File: src/rtl/trojan1_counter_pkg.sv
// ---------------------------------------------------------------------------
// trojan1_counter_pkg: shared FSM state type and LFSR defaults. Rev 1.0
// ---------------------------------------------------------------------------
`timescale 1ns/1ps
`default_nettype none

package trojan1_counter_pkg;

  typedef enum logic [1:0] {
    IDLE  = 2'd0,
    COUNT = 2'd1,
    OVF   = 2'd2,
    UNF   = 2'd3
  } state_e;

  localparam logic [31:0] DEFAULT_LFSR_SEED = 32'h0000_FF42;
  localparam logic [31:0] DEFAULT_LFSR_TAPS = 32'h0000_8888;

endpackage

`default_nettype wire

File: src/rtl/Trojan1.sv
// ---------------------------------------------------------------------------
// Trojan1: counts r1 events and raises trigger when the event count saturates
// its all-ones value. Rev 1.0
// ---------------------------------------------------------------------------
`timescale 1ns/1ps
`default_nettype none

module Trojan1 (
  input  logic clk,
  input  logic rst,
  input  logic r1,
  output logic trigger
);

  logic [15:0] hits_q;
  logic [15:0] hits_d;

  always_comb begin
    hits_d = hits_q;
    if (r1) begin
      hits_d = hits_q + 16'd1;
    end
  end

  always_ff @(posedge clk or posedge rst) begin
    if (rst) begin
      hits_q <= 16'd0;
    end else begin
      hits_q <= hits_d;
    end
  end

  assign trigger = &hits_q;

endmodule

`default_nettype wire

File: src/rtl/counter_lfsr.sv
// ---------------------------------------------------------------------------
// counter_lfsr: free-running Fibonacci LFSR, shifts left every cycle. Rev 1.0
// ---------------------------------------------------------------------------
`timescale 1ns/1ps
`default_nettype none

module counter_lfsr
  import trojan1_counter_pkg::*;
#(
  parameter int unsigned     W    = 16,
  parameter logic [W-1:0]    SEED = DEFAULT_LFSR_SEED[W-1:0],
  parameter logic [W-1:0]    TAPS = DEFAULT_LFSR_TAPS[W-1:0]
) (
  input  logic         clk,
  input  logic         rst_n,
  output logic [W-1:0] lfsr
);

  logic [W-1:0] lfsr_q;
  logic [W-1:0] lfsr_d;

  always_comb begin
    lfsr_d = {lfsr_q[W-2:0], ^(lfsr_q & TAPS)};
  end

  always_ff @(posedge clk or negedge rst_n) begin
    if (!rst_n) begin
      lfsr_q <= SEED;
    end else begin
      lfsr_q <= lfsr_d;
    end
  end

  assign lfsr = lfsr_q;

endmodule

`default_nettype wire

File: src/rtl/trojan1_counter1_host.sv
// ---------------------------------------------------------------------------
// trojan1_counter1_host: up/down wrap/saturate counter with LFSR or external
// load source, hosting Trojan1. Optional macro: COUNTER_PRESCALE_EN. Rev 1.0
// ---------------------------------------------------------------------------
`timescale 1ns/1ps
`default_nettype none

module trojan1_counter1_host
  import trojan1_counter_pkg::*;
#(
  parameter int unsigned  COUNTER_WIDTH = 16,
  parameter int unsigned  MAX_COUNT     = (1 << COUNTER_WIDTH) - 1,
  parameter logic [31:0]  LFSR_SEED     = DEFAULT_LFSR_SEED,
  parameter logic [31:0]  LFSR_TAPS     = DEFAULT_LFSR_TAPS,
  parameter int unsigned  PRESCALE      = 4
) (
  input  logic                     clk,
  input  logic                     rst_n,
  input  logic                     count_enable,
  input  logic                     count_direction,
  input  logic                     load_enable,
  input  logic                     load_sel,
  input  logic [COUNTER_WIDTH-1:0] load_value,
  input  logic                     sat_mode,
  output logic [COUNTER_WIDTH-1:0] counter_value,
  output logic                     counter_overflow,
  output logic                     counter_underflow
);

  localparam int unsigned W = COUNTER_WIDTH;
  localparam logic [W-1:0] MAX_C = MAX_COUNT[W-1:0];

`ifdef COUNTER_PRESCALE_EN
  localparam int unsigned C_PS = PRESCALE;
`else
  // Divisor pinned to 1: every COUNT cycle is a tick.
  localparam int unsigned C_PS = (PRESCALE >= 1) ? 1 : 1;
`endif
  localparam int unsigned C_PS_W = (C_PS > 1) ? $clog2(C_PS) : 1;
  localparam logic [C_PS_W-1:0] C_PS_LAST = C_PS_W'(C_PS - 1);

  logic [W-1:0] lfsr;
  logic         r1;
  logic         trigger;

  state_e        state_q, state_d;
  logic [W-1:0]  counter_q, counter_d;
  logic [W-1:0]  cv_q, cv_d;
  logic          ovf_q, ovf_d;
  logic          unf_q, unf_d;
  logic [C_PS_W-1:0] ps_q, ps_d;

  logic [W-1:0] load_raw;
  logic [W-1:0] load_data;
  logic         tick;

  counter_lfsr #(
    .W    (W),
    .SEED (LFSR_SEED[W-1:0]),
    .TAPS (LFSR_TAPS[W-1:0])
  ) u_lfsr (
    .clk   (clk),
    .rst_n (rst_n),
    .lfsr  (lfsr)
  );

  assign r1 = &lfsr[3:0];

  Trojan1 u_trojan (
    .clk     (clk),
    .rst     (~rst_n),
    .r1      (r1),
    .trigger (trigger)
  );

  // Extra MSB keeps the clamp compare meaningful when MAX_C is all ones.
  assign load_raw  = load_sel ? load_value : lfsr;
  assign load_data = ({1'b0, load_raw} > {1'b0, MAX_C}) ? MAX_C : load_raw;
  assign tick      = (ps_q == C_PS_LAST);

  always_comb begin
    state_d   = state_q;
    counter_d = counter_q;
    ovf_d     = ovf_q;
    unf_d     = unf_q;
    ps_d      = ps_q;
    cv_d      = counter_q;
    if (trigger) begin
      state_d   = IDLE;
      counter_d = '0;
      ovf_d     = 1'b0;
      unf_d     = 1'b0;
      ps_d      = '0;
    end else begin
      case (state_q)
        IDLE: begin
          ovf_d = 1'b0;
          unf_d = 1'b0;
          if (load_enable) begin
            counter_d = load_data;
            ps_d      = '0;
          end else if (count_enable) begin
            state_d = COUNT;
            ps_d    = '0;
          end
        end
        COUNT: begin
          if (!count_enable) begin
            state_d = IDLE;
          end else if (load_enable) begin
            counter_d = load_data;
            ps_d      = '0;
          end else if (!tick) begin
            ps_d = ps_q + C_PS_W'(1);
          end else begin
            ps_d = '0;
            if (!count_direction) begin
              if (counter_q == MAX_C) begin
                ovf_d     = 1'b1;
                state_d   = OVF;
                counter_d = sat_mode ? MAX_C : '0;
              end else begin
                counter_d = counter_q + W'(1);
              end
            end else begin
              if (counter_q == '0) begin
                unf_d     = 1'b1;
                state_d   = UNF;
                counter_d = sat_mode ? '0 : MAX_C;
              end else begin
                counter_d = counter_q - W'(1);
              end
            end
          end
        end
        OVF: begin
          ovf_d   = 1'b0;
          state_d = IDLE;
        end
        UNF: begin
          unf_d   = 1'b0;
          state_d = IDLE;
        end
        default: state_d = IDLE;
      endcase
    end
  end

  always_ff @(posedge clk or negedge rst_n) begin
    if (!rst_n) begin
      state_q   <= IDLE;
      counter_q <= '0;
      cv_q      <= '0;
      ovf_q     <= 1'b0;
      unf_q     <= 1'b0;
      ps_q      <= '0;
    end else begin
      state_q   <= state_d;
      counter_q <= counter_d;
      cv_q      <= cv_d;
      ovf_q     <= ovf_d;
      unf_q     <= unf_d;
      ps_q      <= ps_d;
    end
  end

  assign counter_value     = cv_q;
  assign counter_overflow  = ovf_q;
  assign counter_underflow = unf_q;

endmodule

`default_nettype wire

File: config.mk
export PLATFORM = sky130hd
export DESIGN_NAME = trojan1_counter1_host
export DESIGN_NICKNAME = d
export VERILOG_FILES = /design/src/rtl/trojan1_counter_pkg.sv /design/src/rtl/Trojan1.sv /design/src/rtl/counter_lfsr.sv /design/src/rtl/trojan1_counter1_host.sv
export SDC_FILE = /design/constraint.sdc
export NUM_CORES = 1
export LEC_CHECK = 0
export CAP_MARGIN = 15
export CORE_UTILIZATION = 37
export DETAILED_ROUTE_END_ITERATION = 7
export PLACE_DENSITY_LB_ADDON = 0.25
export SLEW_MARGIN = 5
export SYNTH_ARGS = -nofsm -noshare
export SYNTH_HDL_FRONTEND = slang
export SYNTH_SLANG_ARGS = --single-unit
File: constraint.sdc
create_clock -name clk -period 3.1 [get_ports clk]
set_clock_uncertainty 0.1 [all_clocks]
set_input_delay 0.62 -clock clk [delete_from_list [all_inputs] [get_ports clk]]
set_output_delay 0.62 -clock clk [all_outputs]
set_load 0.02 [all_outputs]
# == Word level (Yosys, flattened, before mapping) ==
# Cells that the tools add are included.
# word_totals
ff_bits,69
latch_bits,0
ramBits,0
rom_bits,0
input_bits,23
out_inout_bits,18
wordCells,91
n_memories,0
# op_classes
n_addsub,4
multipliers,0
div_mod_pow,0
magnitude_cmp,0
n_eq_ne,20
shifts,0
muxes,43
bitwise,0
n_reduce_logical,16
# ops
operator,n
$mux 16,11
$add 16x1->16 const B,2
$pmux 16 s2,1
$ne 3x3->1 const B,10
$mux 1,18
$mux 2,9
$reduce_and 6->1,3
$eq 16x16->1 const B,1
$logic_not 16->1,1
$ne 4x4->1 const B,4
$reduce_and 16->1,1
$reduce_xor 16->1,1
$sub 16x1->16 const B,1
$ne 5x5->1 const B,2
$reduce_bool 3->1,3
$reduce_and 4->1,2
$pmux 1 s2,3
$pmux 2 s3,1
$reduce_or 2->1,3
$eq 2x2->1 const B,2
$reduce_and 3->1,1
$eq 2x1->1 const B,1
$logic_not 2->1,1
$add 1x1->1 const B,1

# == Logic depth before layout (Yosys ltp) ==
# logic_depth
word_depth,8
mapped_depth,11
ltp_nobuf,8

# == Modules after synthesis ==
# Synthesis repeated with hierarchy kept, for this count alone.
# hier_totals
hier_cells,425
area_unflattened_um2,4033.9
# by_module_without_submodules
mod,instances,cells_each,area_each_um2,seq_area_each_um2
trojan1_counter1_host,1,329,2725.1,900.9
Trojan1,1,62,757.0,400.4
counter_lfsr,1,34,551.8,412.9

# == Worst setup path before layout ==
# No wires, ideal clock.
# synth_timing
path_kind,register -> register
startpoint,register counter_q[3]
endpoint,register unf_q (netlist: counter_underflow)
setup_ns,0.143
arrival_time_ns,2.366
t_required_ns,2.857
path_slack_ns,0.491
stages_incl_launch_ff,9
n_path_buf,2
synth_period_minus_slack_ns,2.609
path_cell_list,dfrtp_1 buf_6 or4_4 or4_4 buf_6 nor3_4 mux2_1 a22oi_2 nor2_2
# synth_via
elab_chain_cells,3
# synth_rtl
element,line_no,rtl
from (decl),trojan1_counter1_host.sv:47,"logic [W-1:0] counter_q, counter_d;"
from (signal assigned),trojan1_counter1_host.sv:159,counter_q <= counter_d;
$logic_not 16->1,trojan1_counter1_host.sv:126,if (counter_q == '0) begin
$ne 3x3->1 (no source line),-,
$reduce_and 6->1 (no source line),-,
to (signal assigned),trojan1_counter1_host.sv:162,unf_q <= unf_d;
to (decl),trojan1_counter1_host.sv:50,"logic unf_q, unf_d;"
# Every way passes these cells.
# A chain may end at the register's enable or synchronous reset.

# == Worst setup path after layout ==
# layout_timing
startpoint,register counter_q[0]
endpoint,register unf_q (netlist: counter_underflow)
# Same word-level chain as after synthesis.

==> flow_summary.yaml <==
run_status:
  status: "completed"
clock_tree:
  cts-root-buf: "clkbuf_8"
  clkLatencyLatePin_ps: 350
  htree_num_levels: 3
  clockBufferDepth: 2
  cts_tree: "done"
  numCtsBuffers: 9
  clkTransAtPathRegs_ps: 80
  holdBufCountCts: 0
  clock-sinks: 68
  cts_setup_buffers: 0
  postCtsResizedCells: 0
cells_and_area:
  multi_input_area_sq_um: 1858
  final_util_pct: 46.68
  drive_gt1_share_pct: 14.59
  regArea_sq_um: 1714
  layoutNonFillerInstCount: 558
  nets: 451
  fillers: 910
  final_area_sq_um: 4563
  diodes: 0
  syn_to_final_growth_pct: 22.38
floorplanning:
  io_pins: 41
  initial_core_util_pct: 38.15
  die_x_um: 102.4
  die_area_sq_um: 10480
  row_count: 36
  die_height_um: 102.4
  core-area_sq_um: 9774
placed_design:
  port_buffers: 40
  place.gp.congestion: 0.8974
  post-dp-hpwl_um: 6804
  dp_cells: 542
  dpl_cell_area_sq_um: 4338
logic_synthesis:
  avgSynthCellArea_sq_um: 10.02
  yosysWarningCount: 0
  synth_top_flop_cell: "dfrtp_1"
  ys_seq_elements: 68
  synthSimpleGateAreaFrac_pct: 18.42
  synth_compound_area_share_pct: 16.61
  yosysTopAreaCellShare_pct: 38.93
  synth.most_common_cell: "dfrtp_1"
  async_flop_share_pct: 100.0
  ys_seq_area_share_pct: 45.97
  synth-xor-area-share_pct: 6.107
  synth_edf_count: 0
  synth_common_cells: "58 x dfrtp_1, 31 x nor2_1, 30 x nand2_1"
  synth_nets: 403
  synthAdderAreaFrac_pct: 2.685
  synthDistinctLibCells: 61
  synth_top_family_by_area: "simple AND/OR/NAND/NOR gates"
  synth.area.top_cells: "dfrtp_1 39%, dfstp_2 7.0%, mux2i_1 5.1%"
  synthMuxAreaShare_pct: 6.007
  yosysTopAreaCell: "dfrtp_1"
  synth.cell_area_sq_um: 3729
  synth_cells: 372
detailed_routing:
  routedWlPerCell_um: 16.77
  drt_iter0_markers: 204
  vias: 3083
  drc: 0
  ant_nets: 0
  wl_um: 9357
  vias_per_cell: 5.525
  first_pass_iters: 5
worst_setup_path:
  worst-path-max-fanout: 9
  cpPeakStageDelay_ps: 530
  start_kind: "flop"
  crit_type: "flop to flop"
  end_kind: "flop"
  worstPathRequired_ps: 3240
  cp_slowest_cell: "or4_4"
  critPathArrivalTime_ps: 2900
  crit_chain: "inv_1, ha_1, or3b_2, or4_4, nor3_4, mux2_1, a22oi_2, nor2_2"
timing:
  finalHoldViolCount: 0
  tightest_slew_ps: 782.6
  fin_crit_sh_pct: 88.90
  slew_viol_final: 0
  fin_setup_tns_ps: 0
  max_freq_ghz: 0.3629
  setup_viol: 0
  rsz0062_at_grt: "no"
  maxSlewHeadroom_pct: 47.83
  layout_min_cycle_time_ps: 2756
global_route:
  antenna_found_initial: 0
  met3_usage_pct: 3.283
  use_met2_pct: 29.89
  grt_pass1_vias: 2938
  grt_max_degree: 36
  grt-ovfl-total: 0
  top_usage_layer: "met2"
  grt_pass1_wl_um: 15280
  grt.met1_usage_pct: 27.43
  grtUsageTotal_pct: 19.41
pwr:
  p_leak_uw: 0.001970
  powerDensity_nw_per_um2: 802.1
  peakVddDrop_mv: 0.2727
run:
  maxCapViolations: 0
hold_path:
  hold_path_class: "primary input to async pin"
report_power, final:
part / switching (uW) / leakage [uW] / internal, uW
Combinational: 880 / 0.000977 / 697
Sequential: 191 / 0.000876 / 1060
Clock: 354 / 0.000116 / 475
Total: 1430 / 0.00197 / 2230
sequential cells by signal, indices dropped and copies added (netlist names):
signal,flops
counter_value,16
u_lfsr.lfsr,16
counter_overflow,1
counter_q,16
counter_underflow,1
state_q,2
u_trojan.hits_q,16
per-stage QoR:
stage               setup WS, ps  hold WS, ps  total power (uW)
floorplan                  491.4        224.4              2309
global placement           273.8        254.4              2811
detailed placement         238.8        255.1              2829
CTS                        355.4        257.7              3670
global route               201.8        267.6              3903
finish                     344.1        243.0              3660
worst max-delay path: cells and delay by family, from the launching register on:
family | cells | cell delay [ps]
simple gates | 4 | 1200
flops | 1 | 490
mux | 1 | 350
fa+ha+maj | 1 | 200
buf+inv | 1 | 160
compound gates | 1 | 140
cells by family (layout without fill, tap and decap cells):
family	after synthesis	after routing
compound gates	81	81
xor+xnor	26	26
fa+ha+maj	8	8
buf+inv	35	88
flops	68	68
mux	22	22
simple gates	132	132
cell usage in the layout, fill, tap and decap left out, types with 10 or more instances in the layout:
cell,n
dfstp_2,10
nor2_1,31
nand3_1,19
a21oi_1,13
dfrtp_1,58
mux2i_1,19
o21ai_0,10
nand2_1,30
xnor2_1,16
clkdlybuf4s50_1,39
xor2_1,10
buf_4,18
nor3_1,13
inv_1,12
clkbuf_8,10
per-layer routing:
layer / vias up / share of wire [%]
li1: 1454 / -
met1: 1523 / 48
met2: 95 / 46
met3: 11 / 4.6
met4: 0 / 1.6
met5: - / 0
path summary, 6_finish.rpt:
| check | cells past startpoint | slack, ps | end | start |
|---|---|---|---|---|
| setup / recovery | 8 | 340 | counter_underflow$_DFFE_PN0P_ | counter_q[0]$_DFFE_PN0P_ |
| hold / removal | 1 | 240 | counter_value[11]$_DFF_PN0_ | rst_n |
| setup reg to reg | 8 | 340 | counter_underflow$_DFFE_PN0P_ | counter_q[0]$_DFFE_PN0P_ |
| hold reg to reg | 0 | 260 | u_lfsr.lfsr[14]$_DFF_PN1_ | u_lfsr.lfsr[13]$_DFF_PN1_ |
| max in group asynchronous | 2 | 2000 | counter_q[4]$_DFFE_PN0P_ | rst_n |
| min in group clk | 0 | 260 | u_lfsr.lfsr[14]$_DFF_PN1_ | u_lfsr.lfsr[13]$_DFF_PN1_ |
area by class of cell:
cell class / instances / area share [%]
clock buffers: 10 / 3.016
clock inverters: 6 / 1.919
inverters: 13 / 1.069
multi-input cells: 269 / 40.72
flip-flops and latches: 68 / 37.57
well taps: 133 / 3.647
repair buffers: 59 / 12.06
(Power assumes the default switching activity.)
